**src/rtl/cmd_sequencer_pkg.sv**
```systemverilog
// Shared types and constants for the command sequencer.
// Holds the FSM encoding, command word layout and ALU op codes.
package cmd_sequencer_pkg;

    typedef enum logic [2:0] {
        IDLE,
        FETCH,
        LATCH,
        ISSUE,
        WAIT_ANS,
        CAPTURE,
        FINISH
    } state_e;

    localparam int CMD_W   = 20;
    localparam int S_MSB   = 19;
    localparam int S_LSB   = 17;
    localparam int CIN_BIT = 16;
    localparam int X_MSB   = 15;
    localparam int Y_MSB   = 7;

    typedef enum logic [2:0] {
        OP_CLR = 3'b000,
        OP_AND = 3'b001,
        OP_OR  = 3'b010,
        OP_XOR = 3'b011,
        OP_ADD = 3'b100,
        OP_SHL = 3'b101,
        OP_SHR = 3'b110,
        OP_ROR = 3'b111
    } alu_op_e;

    // Cycles counted from entering ISSUE.
    localparam int ALU_LAT = 1;
    localparam int EXC_LAT = 2;

endpackage

```
**src/rtl/cmd_sequencer_if.sv**
```systemverilog
// ROM, ALU and result-record signals between the sequencer and its peers.
// master = sequencer side, slave = ROM/ALU/consumer side.
interface cmd_sequencer_if #(
    parameter int ADDR_W = 4
);
    logic [ADDR_W-1:0] rom_addr;
    logic [19:0]       rom_data;
    logic [2:0]        alu_s;
    logic [7:0]        alu_x;
    logic [7:0]        alu_y;
    logic              alu_cin;
    logic [15:0]       alu_ans;
    logic              alu_exceed;
    logic              res_valid;
    logic [15:0]       res_ans;
    logic              res_exceed;
    logic [ADDR_W:0]   res_idx;

    modport master (
        output rom_addr,
        input  rom_data,
        output alu_s,
        output alu_x,
        output alu_y,
        output alu_cin,
        input  alu_ans,
        input  alu_exceed,
        output res_valid,
        output res_ans,
        output res_exceed,
        output res_idx
    );

    modport slave (
        input  rom_addr,
        output rom_data,
        input  alu_s,
        input  alu_x,
        input  alu_y,
        input  alu_cin,
        output alu_ans,
        output alu_exceed,
        input  res_valid,
        input  res_ans,
        input  res_exceed,
        input  res_idx
    );
endinterface

```
**src/rtl/cmd_sequencer_decode.sv**
```systemverilog
// Combinational unpacking of a 20-bit command word into S/cin/X/Y.
module cmd_decode
    import cmd_sequencer_pkg::*;
(
    input  logic [CMD_W-1:0] word_i,
    output logic [2:0]       s_o,
    output logic             cin_o,
    output logic [7:0]       x_o,
    output logic [7:0]       y_o
);

    assign s_o   = word_i[S_MSB:S_LSB];
    assign cin_o = word_i[CIN_BIT];
    assign x_o   = word_i[X_MSB -: 8];
    assign y_o   = word_i[Y_MSB -: 8];

endmodule

```
**src/rtl/cmd_sequencer.sv**
```systemverilog
// Fetches commands from a synchronous ROM, issues them to the ALU and
// publishes one result record per command.
module cmd_sequencer
    import cmd_sequencer_pkg::*;
#(
    parameter int ADDR_W      = 4,
    parameter bit STOP_ON_EXC = 1'b0
) (
    input  logic              clk,
    input  logic              rst_n,
    input  logic              start,
    input  logic [ADDR_W-1:0] start_addr,
    input  logic [ADDR_W:0]   num_cmds,
    cmd_sequencer_if.master   bus,
    output logic              busy,
    output logic              done
);

    localparam logic [1:0] ISSUE_CYC = 2'(ALU_LAT - 1);
    localparam logic [1:0] WAIT_CYC  = 2'(EXC_LAT - ALU_LAT - 1);

    state_e            state_q;
    logic [ADDR_W-1:0] ptr_q, ptr_d;
    logic [ADDR_W-1:0] rom_addr_q;
    logic [ADDR_W:0]   rem_q, rem_d;
    logic [ADDR_W:0]   idx_q, idx_d;
    logic [ADDR_W:0]   res_idx_q;
    logic [1:0]        lat_q;
    logic [2:0]        s_q;
    logic              cin_q;
    logic [7:0]        x_q, y_q;
    logic [15:0]       ans_q;
    logic              exc_q;
    logic              vld_q;
    logic              busy_q;
    logic              done_q;
    logic              stop;

    logic [2:0] dec_s;
    logic       dec_cin;
    logic [7:0] dec_x, dec_y;

    cmd_decode u_decode (
        .word_i (bus.rom_data),
        .s_o    (dec_s),
        .cin_o  (dec_cin),
        .x_o    (dec_x),
        .y_o    (dec_y)
    );

    always_comb begin
        ptr_d = ptr_q + 1'b1;
        rem_d = rem_q - 1'b1;
        idx_d = idx_q + 1'b1;
        stop  = (rem_d == '0) || (STOP_ON_EXC && bus.alu_exceed);
    end

    always_ff @(posedge clk or negedge rst_n) begin
        if (!rst_n) begin
            state_q    <= IDLE;
            ptr_q      <= '0;
            rom_addr_q <= '0;
            rem_q      <= '0;
            idx_q      <= '0;
            res_idx_q  <= '0;
            lat_q      <= '0;
            s_q        <= OP_CLR;
            cin_q      <= 1'b0;
            x_q        <= '0;
            y_q        <= '0;
            ans_q      <= '0;
            exc_q      <= 1'b0;
            vld_q      <= 1'b0;
            busy_q     <= 1'b0;
            done_q     <= 1'b0;
        end else begin
            vld_q  <= 1'b0;
            done_q <= 1'b0;
            unique case (state_q)
                IDLE: begin
                    if (start) begin
                        ptr_q <= start_addr;
                        rem_q <= num_cmds;
                        idx_q <= '0;
                        if (num_cmds == '0) begin
                            state_q <= FINISH;
                            busy_q  <= 1'b0;
                            done_q  <= 1'b1;
                        end else begin
                            state_q    <= FETCH;
                            busy_q     <= 1'b1;
                            rom_addr_q <= start_addr;
                        end
                    end
                end
                FETCH: begin
                    state_q <= LATCH;
                end
                LATCH: begin
                    s_q     <= dec_s;
                    cin_q   <= dec_cin;
                    x_q     <= dec_x;
                    y_q     <= dec_y;
                    lat_q   <= ISSUE_CYC;
                    state_q <= ISSUE;
                end
                ISSUE: begin
                    if (lat_q == '0) begin
                        lat_q   <= WAIT_CYC;
                        state_q <= WAIT_ANS;
                    end else begin
                        lat_q <= lat_q - 2'd1;
                    end
                end
                WAIT_ANS: begin
                    if (lat_q == '0) begin
                        state_q <= CAPTURE;
                    end else begin
                        lat_q <= lat_q - 2'd1;
                    end
                end
                CAPTURE: begin
                    ans_q     <= bus.alu_ans;
                    exc_q     <= bus.alu_exceed;
                    res_idx_q <= idx_q;
                    vld_q     <= 1'b1;
                    ptr_q     <= ptr_d;
                    idx_q     <= idx_d;
                    rem_q     <= rem_d;
                    if (stop) begin
                        state_q <= FINISH;
                        busy_q  <= 1'b0;
                        done_q  <= 1'b1;
                    end else begin
                        state_q    <= FETCH;
                        rom_addr_q <= ptr_d;
                    end
                end
                FINISH: begin
                    state_q <= IDLE;
                end
                default: begin
                    state_q <= IDLE;
                end
            endcase
        end
    end

    assign bus.rom_addr   = rom_addr_q;
    assign bus.alu_s      = s_q;
    assign bus.alu_cin    = cin_q;
    assign bus.alu_x      = x_q;
    assign bus.alu_y      = y_q;
    assign bus.res_valid  = vld_q;
    assign bus.res_ans    = ans_q;
    assign bus.res_exceed = exc_q;
    assign bus.res_idx    = res_idx_q;
    assign busy           = busy_q;
    assign done           = done_q;

endmodule

```
**src/flat_wrapper.sv**
```systemverilog
// flat-port wrapper written by rule: the top's interface ports become plain ports
module cmd_sequencer_flat import cmd_sequencer_pkg::*;
#(
    parameter int ADDR_W      = 4,
    parameter bit STOP_ON_EXC = 1'b0
)
  (clk, rst_n, start, start_addr, num_cmds, busy, done, bus_rom_addr, bus_rom_data, bus_alu_s, bus_alu_x, bus_alu_y, bus_alu_cin, bus_alu_ans, bus_alu_exceed, bus_res_valid, bus_res_ans, bus_res_exceed, bus_res_idx);
  cmd_sequencer_if #(.ADDR_W(ADDR_W)) bus_i ();
  input  logic clk;
  input  logic rst_n;
  input  logic start;
  input  logic [ADDR_W-1:0] start_addr;
  input  logic [ADDR_W:0] num_cmds;
  output logic busy;
  output logic done;
  output wire logic [$bits(bus_i.rom_addr)-1:0] bus_rom_addr;
  input wire logic [$bits(bus_i.rom_data)-1:0] bus_rom_data;
  output wire logic [$bits(bus_i.alu_s)-1:0] bus_alu_s;
  output wire logic [$bits(bus_i.alu_x)-1:0] bus_alu_x;
  output wire logic [$bits(bus_i.alu_y)-1:0] bus_alu_y;
  output wire logic [$bits(bus_i.alu_cin)-1:0] bus_alu_cin;
  input wire logic [$bits(bus_i.alu_ans)-1:0] bus_alu_ans;
  input wire logic [$bits(bus_i.alu_exceed)-1:0] bus_alu_exceed;
  output wire logic [$bits(bus_i.res_valid)-1:0] bus_res_valid;
  output wire logic [$bits(bus_i.res_ans)-1:0] bus_res_ans;
  output wire logic [$bits(bus_i.res_exceed)-1:0] bus_res_exceed;
  output wire logic [$bits(bus_i.res_idx)-1:0] bus_res_idx;
  assign bus_rom_addr = bus_i.rom_addr;
  assign bus_i.rom_data = bus_rom_data;
  assign bus_alu_s = bus_i.alu_s;
  assign bus_alu_x = bus_i.alu_x;
  assign bus_alu_y = bus_i.alu_y;
  assign bus_alu_cin = bus_i.alu_cin;
  assign bus_i.alu_ans = bus_alu_ans;
  assign bus_i.alu_exceed = bus_alu_exceed;
  assign bus_res_valid = bus_i.res_valid;
  assign bus_res_ans = bus_i.res_ans;
  assign bus_res_exceed = bus_i.res_exceed;
  assign bus_res_idx = bus_i.res_idx;
  cmd_sequencer #(.ADDR_W(ADDR_W), .STOP_ON_EXC(STOP_ON_EXC)) u_core (.clk(clk), .rst_n(rst_n), .start(start), .start_addr(start_addr), .num_cmds(num_cmds), .bus(bus_i), .busy(busy), .done(done));
endmodule
```
**config.mk**
```make
export PLATFORM = sky130hd
export DESIGN_NAME = cmd_sequencer_flat
export DESIGN_NICKNAME = d
export VERILOG_FILES = /design/src/rtl/cmd_sequencer_pkg.sv /design/src/rtl/cmd_sequencer_if.sv /design/src/rtl/cmd_sequencer_decode.sv /design/src/rtl/cmd_sequencer.sv /design/src/flat_wrapper.sv
export SDC_FILE = /design/constraint.sdc
export NUM_CORES = 1
export LEC_CHECK = 0
export CORE_UTILIZATION = 39
export DETAILED_ROUTE_END_ITERATION = 10
export GPL_TIMING_DRIVEN = 0
export MAX_ROUTING_LAYER = met4
export PLACE_DENSITY_LB_ADDON = 0.2
export SYNTH_ARGS = -nofsm -noshare
export SYNTH_HDL_FRONTEND = slang
export SYNTH_SLANG_ARGS = --single-unit
```
**constraint.sdc**
```tcl
create_clock -name clk -period 3.1 [get_ports clk]
set_input_delay 0.465 -clock clk [delete_from_list [all_inputs] [get_ports clk]]
set_output_delay 0.465 -clock clk [all_outputs]
set_load 0.02 [all_outputs]
```
==> impl_metrics.ini, run 1 <==
[synthesis]
ys_ff_latch = 68
syn-mean-instance-area_sq_um = 10.5
synth_area_sq_um = 3020
ys_seq_area_frac = 0.563
synthCells = 287
yosys_warnings = 0
synth_edf_count = 0
synth-async-reset-ratio = 1.00
dominantRegCellSynth = dfrtp_1
synth.distinct_cells = 43
syn_nets = 343

[drt]
drc = 0
first_pass_iters = 4
totalWireLength_mm = 6.60
wire_per_inst_um = 13.3
ant_nets = 0
vias = 2468
drt_iter0_drc = 73
viasPerCell = 4.96

[cells_and_area]
utilization = 0.583
num_antenna_cells = 0
drive_above_1_share = 0.118
mostFrequentLayoutCells = clkdlybuf4s50_1, nand2_1, dfrtp_1
fin_nets = 451
fillers = 665
multiInputGateArea_sq_um = 1210
final_common_cell = clkdlybuf4s50_1
area_delta_synth_final_pct = 42.2
register_area_sq_um = 1700

[die]
start_util = 0.410
fp-row-count = 31
dieArea_sq_um = 8100
core_area_sq_um = 7370
die_h_um = 90.0
chipWidth_um = 90.0
num_io_pins = 98

[cts]
cts_hold_buf = 0
cts_root_buf = clkbuf_8
clk_pin_slew_ps = 70
clockBufferDepth = 2
clock_latency_ps = 340
cts_tree = built
ctsResizeCount = 0
numCtsBuffers = 9
clock_sinks = 68
post_cts_buffers = 0
h-tree-depth = 3

[timing]
rsz0062_at_grt = false
max_slew_margin = 0.430
clock.fmax_ghz = 0.497
finalHoldViolCount = 0
finalMaxSlewViolations = 0
fin_skew_ps = 9.34
min_period_ps = 2010
worst_pin_slew_ps = 855
finalSetupViolCount = 0
fin_crit_sh = 0.649

[setup_path]
cp.arrival_ps = 2230
critPathKind = input port to flip-flop
reg2reg_depth = 6
cp_max_fo = 9
cp-start-kind = input port
worstPathRequired_ps = 3310
setup.worst_path.end_class = flip-flop

[run_status]
status = finished, final reports clean

[power_and_ir_drop]
total_power_mw = 4.36
ir_drop_v = 0.000441
p_per_area_nw_per_um2 = 1020
p_leak_nw = 1.93

[place]
post-dp-hpwl_mm = 4.66
port_buffers = 97
gp_congestion = 0.830

[global_routing]
grt_util_all_layers = 0.182
grt_overflow = 0
antenna_found_initial = 0
grt_first_pass_wirelength_mm = 11.6
grt_pass1_vias = 2433
grt_max_degree = 69

[hold_path]
min_path_type = input port to asynchronous set/reset pin

[flow_run]
drv_cap = 0
area by class of cell:
type,instances,share of cell area
plain buffers,13,0.0157
clock buffers,10,0.0297
clock inverters,5,0.0125
inverters,10,0.00874
multi-input cells,196,0.283
flip-flops and latches,68,0.396
well taps,99,0.0288
repair buffers,97,0.226
state kept, by name (all words and copies together) (netlist names), 2 cells and up:
name and flops:
u_core.bus.alu_y 8, u_core.rem_q 5, u_core.bus.rom_addr 4, u_core.idx_q 5, u_core.lat_q 2, u_core.state_q 3, u_core.bus.alu_s 3, u_core.bus.alu_x 8
u_core.bus.res_ans 16, u_core.ptr_q 4, u_core.bus.res_idx 5
final timing paths:
kind	start	end	slack, ps
hold reg to reg	u_core.bus.res_idx[4]	u_core.bus.res_idx[4]	470
hold / removal	rst_n	u_core.bus.res_ans[8]	240
setup / recovery	start	u_core.bus.rom_addr[2]	1090
min in group clk	u_core.bus.res_idx[4]	u_core.bus.res_idx[4]	470
max in group asynchronous	rst_n	u_core.bus.alu_x[0]	2310
setup reg to reg	u_core.rem_q[0]	u_core.bus.rom_addr[2]	1210
through the flow:
| stage | std cells | cell area [sq um] | TNS (ps) | hold slack, ps | worst slack (ps) |
|---|---|---|---|---|---|
| 2_1_floorplan | 287 | 3020 | 0 | 169 | 1330 |
| 3_3_place_gp | 483 | 4120 | -55100 | 457 | -815 |
| 3_5_place_dp | 483 | 4110 | 0 | 461 | 757 |
| 4_1_cts | 498 | 4290 | 0 | 275 | 1110 |
| 5_1_grt | 498 | 4290 | 0 | 324 | 1010 |
| 6_report | 498 | 4290 | 0 | 241 | 1090 |
cell usage after synthesis (3+ instances only):
library cell | count | area [sq um]
nand2_1 | 85 | 319
dfrtp_1 | 68 | 1700
mux2_2 | 21 | 236
o21ai_0 | 17 | 85.1
nor2_1 | 11 | 41.3
inv_1 | 9 | 33.8
ha_1 | 7 | 87.6
a21oi_1 | 6 | 30.0
nand3_1 | 5 | 25.0
buf_1 | 4 | 15.0
clkbuf_1 | 4 | 15.0
mux2_1 | 4 | 45.0
buf_2 | 3 | 15.0
nor3_1 | 3 | 15.0
o22ai_1 | 3 | 18.8
metal layers:
layer / up-vias / global-route usage / routed length [um]
met2: 79 / 0.276 / 2980
met5: - / - / 0
met1: 1186 / 0.245 / 3190
li1: 1192 / - / -
met3: 11 / 0.0321 / 295
met4: 0 / 0.0699 / 133
logic make-up (layout without fill, tap and decap cells):
kind of cell,after synthesis,in the layout,synth area share
AOI/OAI and AO/OA,44,44,0.0990
buffers and inverters,23,135,0.0348
muxes,26,26,0.0965
and+or+nand+nor,116,116,0.169
xor gates and xnor gates,3,3,0.00870
adders and majority gates,7,7,0.0290
DFF,68,68,0.563
power breakdown:
group	internal (mW)	switching, mW
sequential	1.30	0.236
clock	0.365	0.326
combinational	1.06	1.07
critical path, stage by stage:
cell	delay, ps
clkdlybuf4s50_1	550
or4b_4	480
buf_6	160
o22ai_4	220
mux2_1	350
(Power assumes the default switching activity.)
==> run 2: changes to the inputs <==
==> constraint.sdc (replaced) <==
create_clock -name clk -period 1.8 [get_ports clk]
set_input_delay 0.27 -clock clk [delete_from_list [all_inputs] [get_ports clk]]
set_output_delay 0.27 -clock clk [all_outputs]
set_load 0.02 [all_outputs]
==> run 2 against run 1 <==
Clock-buffer cell count did not move. Via count is 2.2% higher. Register-to-register slack got worse by 1200 ps.
==> impl_metrics.ini, run 2 (synthesis gave the netlist of run 1 again) <==
[run_status]
status = finished, final reports clean

[timing]
finalHoldViolCount = 0
fin_skew_ps = 10.3
layout_setup_ws_ps = 28.2
min_period_ps = 1770
fin_crit_sh = 0.984
worst_pin_slew_ps = 857
max_slew_margin = 0.429
finalSetupViolCount = 0
clock.fmax_ghz = 0.564
rsz0062_at_grt = true
finalMaxSlewViolations = 0

[place]
post-dp-hpwl_mm = 4.66
placedInstanceArea_sq_um = 4110
dpl_worst_slack_ps = -348
gp_congestion = 0.830
port_buffers = 97

[global_routing]
grt_overflow = 0
grt_util_all_layers = 0.187
grt_first_pass_wirelength_mm = 11.9
grt_max_degree = 69
grt_pass1_vias = 2481
antenna_found_initial = 0

[die]
fp-row-count = 31
die_h_um = 90.0
dieArea_sq_um = 8100
num_io_pins = 98
start_util = 0.410
core_area_sq_um = 7370
chipWidth_um = 90.0

[hold_path]
min_path_type = input port to asynchronous set/reset pin

[drt]
wire_per_inst_um = 13.6
totalWireLength_mm = 6.98
drt_iter0_drc = 90
ant_nets = 0
viasPerCell = 4.91
vias = 2523
drc = 0
first_pass_iters = 4

[cells_and_area]
drive_above_1_share = 0.188
fin_area_sq_um = 4480
largest_reg_flops = 16
num_antenna_cells = 0
mostFrequentLayoutCells = clkdlybuf4s50_1, nand2_1, dfrtp_1
final_common_cell = clkdlybuf4s50_1
area_delta_synth_final_pct = 48.3
fin_nets = 467

[setup_path]
setup.worst_path.end_class = flip-flop
cp.arrival_ps = 1990
critPathKind = flip-flop to flip-flop
cp-start-kind = flip-flop
worstPathRequired_ps = 2020
cp_max_fo = 5

[cts]
cts_root_buf = clkbuf_8
clockBufferDepth = 2
h-tree-depth = 3
numCtsBuffers = 9
cts_tree = built
clock_latency_ps = 340
clk_pin_slew_ps = 70
clock_sinks = 68
cts_hold_buf = 0

[power_and_ir_drop]
ir_drop_v = 0.000755
p_leak_nw = 2.02
p_per_area_nw_per_um2 = 1760

[flow_run]
drv_cap = 0
==> run 2: changes by cell type in the layout (fill, tap and decap cells not counted), moves of 2 or more <==
cell	before	now
clkbuf_4	0	2
ha_1	7	5
clkbuf_2	0	2
buf_2	3	1
buf_1	4	1
inv_1	9	7
buf_4	1	18
mux2_1	4	0
mux2_4	0	4
==> run 2: layout make-up <==
type,count,area (sq um)
plain buffers,12,71.3
clock buffers,10,128
clock inverters,5,53.8
fillers,636,2890
inverters,10,40.0
multi-input cells,196,1260
flip-flops and latches,68,1700
well taps,99,124
repair buffers,114,1100
==> run 2: power breakdown <==
group	switching (mW)	total, mW	internal (mW)
sequential	0.409	2.65	2.24
combinational	1.96	4.04	2.08
clock	0.565	1.19	0.628
total	2.93	7.88	4.95
==> run 2: repair_timing <==
| action | CTS | global route |
|---|---|---|
| pin swaps | 2 | 4 |
| gates cloned | 0 | 0 |
| setup endpoints to repair | 12 | 35 |
| buffers inserted | 5 | 12 |
| resized for setup | 11 | 11 |
==> run 2: metrics by stage <==
step,power [mW],hold slack [ps],TNS [ps],std cells,utilization
finish,7.88,44.4,0,514,0.608
floorplan,4.80,-25.6,0,287,-
global route,8.43,123,-157,514,0.608
global placement,6.30,457,-133850,483,0.558
detailed placement,6.39,446,-3410,483,0.558
CTS,7.76,79.5,-4.39,502,0.592
==> run 2: path summary, 6_finish.rpt <==
path	cells after the start	slack (ps)	to	startpoint
min in group clk	3	460	u_core.bus.res_ans[12]	bus_alu_ans[12]
max reg2reg	4	30	u_core.bus.rom_addr[2]	u_core.state_q[2]
min	1	40	u_core.bus.res_ans[8]	rst_n
max	4	30	u_core.bus.rom_addr[2]	u_core.state_q[2]
max in group asynchronous	1	1180	u_core.state_q[1]	rst_n
min reg2reg	2	470	u_core.bus.res_idx[4]	u_core.bus.res_idx[4]
==> run 2: per-layer routing <==
layer	GRT usage	vias to the layer above	share of wire
met5	-	-	0
met4	0.0739	0	0.014
met3	0.0321	9	0.046
met2	0.281	89	0.47
met1	0.252	1203	0.47
li1	-	1222	-
==> run 2: critical path, stage by stage (launching register included) <==
cell     delay, ps
dfrtp_1        370
buf_6          130
or4b_4         560
o22ai_4        270
mux2_4         330
==> run 3: changes to the inputs <==
--- a/config.mk
+++ b/config.mk
@@ -8,7 +8,6 @@
 export CORE_UTILIZATION = 39
 export DETAILED_ROUTE_END_ITERATION = 10
 export GPL_TIMING_DRIVEN = 0
-export MAX_ROUTING_LAYER = met4
 export PLACE_DENSITY_LB_ADDON = 0.2
 export SYNTH_ARGS = -nofsm -noshare
 export SYNTH_HDL_FRONTEND = slang
==> run 3 against run 2 <==
Clock skew is essentially flat. Global-route usage shrank 0.53 points. Cell area is the same. Largest cell class unchanged.
==> impl_metrics.ini, run 3 (synthesis gave the netlist of run 1 again) <==
[cells_and_area]
fin_area_sq_um = 4480
num_antenna_cells = 0
fin_nets = 467
largest_reg_flops = 16
area_delta_synth_final_pct = 48.3
utilization = 0.608
final_common_cell = clkdlybuf4s50_1
mostFrequentLayoutCells = clkdlybuf4s50_1, nand2_1, dfrtp_1
drive_above_1_share = 0.188
register_area_sq_um = 1700
fillers = 636
multiInputGateArea_sq_um = 1260

[power_and_ir_drop]
total_power_mw = 7.88
p_per_area_nw_per_um2 = 1760
ir_drop_v = 0.000754
p_leak_nw = 2.02

[setup_path]
reg2reg_depth = 4
critPathKind = flip-flop to flip-flop
cp-start-kind = flip-flop
setup.worst_path.end_class = flip-flop
worstPathRequired_ps = 2020
cp.arrival_ps = 1990
cp_max_fo = 5

[timing]
fin_skew_ps = 10.4
fin_setup_tns_ps = 0
rsz0062_at_grt = true
fin_crit_sh = 0.985
finalMaxSlewViolations = 0
layout_setup_ws_ps = 27.7
clock.fmax_ghz = 0.564
worst_pin_slew_ps = 856
finalSetupViolCount = 0
finalHoldViolCount = 0
min_period_ps = 1770
max_slew_margin = 0.429

[global_routing]
grt_util_all_layers = 0.181
antenna_found_initial = 0
grt_overflow = 0
grt_max_degree = 69
grt_first_pass_wirelength_mm = 11.9
grt_pass1_vias = 2477

[place]
port_buffers = 97
dpl_worst_slack_ps = -348
gp_congestion = 0.818
placedInstanceArea_sq_um = 4110
post-dp-hpwl_mm = 4.66

[die]
fp-row-count = 31
dieArea_sq_um = 8100
num_io_pins = 98
start_util = 0.410
chipWidth_um = 90.0
core_area_sq_um = 7370
die_h_um = 90.0

[drt]
totalWireLength_mm = 6.98
first_pass_iters = 4
drc = 0
viasPerCell = 4.91
drt_iter0_drc = 90
ant_nets = 0
vias = 2525
wire_per_inst_um = 13.6

[cts]
cts_hold_buf = 0
cts_root_buf = clkbuf_8
clock_latency_ps = 340
h-tree-depth = 3
cts_tree = built
clock_sinks = 68
numCtsBuffers = 9
clk_pin_slew_ps = 70
clockBufferDepth = 2

[flow_run]
drv_cap = 0

[hold_path]
min_path_type = input port to asynchronous set/reset pin

[run_status]
status = finished, final reports clean
[run 3: cell counts in the layout (fill, tap and decap cells not counted)]
Identical to the previous run, type by type.
[run 3: worst max-delay path: stages (launching register included)]
cell and delay [ps]:
dfrtp_1 370, buf_6 130, or4b_4 560, o22ai_4 270
mux2_4 330
[run 3: worst paths after layout]
| path | start | end | slack (ps) |
|---|---|---|---|
| max in group asynchronous | rst_n | u_core.state_q[1] | 1180 |
| setup reg to reg | u_core.state_q[2] | u_core.bus.rom_addr[2] | 30 |
| setup / recovery | u_core.state_q[2] | u_core.bus.rom_addr[2] | 30 |
| min in group clk | bus_alu_ans[12] | u_core.bus.res_ans[12] | 460 |
| hold reg to reg | u_core.bus.res_idx[4] | u_core.bus.res_idx[4] | 470 |
| hold / removal | rst_n | u_core.bus.res_ans[8] | 40 |
[run 3: cell type report]
cell class / instances / area share
buffer: 12 / 0.0159
multi-input combinational: 196 / 0.282
inverter: 10 / 0.00894
clock inverter: 5 / 0.0120
sequential: 68 / 0.380
clock buffer: 10 / 0.0285
timing repair buffer: 114 / 0.245
tap: 99 / 0.0277
[run 3: stage by stage]
| stage | instances | hold WS [ps] |
|---|---|---|
| finish | 514 | 44.9 |
| global route | 514 | 123 |
| CTS | 502 | 79.5 |
| detailed placement | 483 | 446 |
| global placement | 483 | 457 |
| floorplan | 287 | -25.6 |
[run 3: timing repair]
item	4_1_cts	5_1_grt
endpoints found under the setup margin	12	35
hold endpoints to repair	0	0
resized for setup	11	11
pin swaps	2	4
buffers inserted	5	12
[run 3: report_power, final]
part           internal (mW)  switching, mW
registers               2.24          0.410
logic                   2.08           1.96
clock network          0.628          0.566
total                   4.95           2.93
[run 3: routing by layer]
| metal | global-route usage | part of all wire | vias to the layer above |
|---|---|---|---|
| met5 | 0 | 0 | - |
| met4 | 0.0739 | 0.017 | 0 |
| met3 | 0.0355 | 0.049 | 11 |
| met2 | 0.281 | 0.47 | 87 |
| met1 | 0.250 | 0.47 | 1204 |
| li1 | - | - | 1223 |
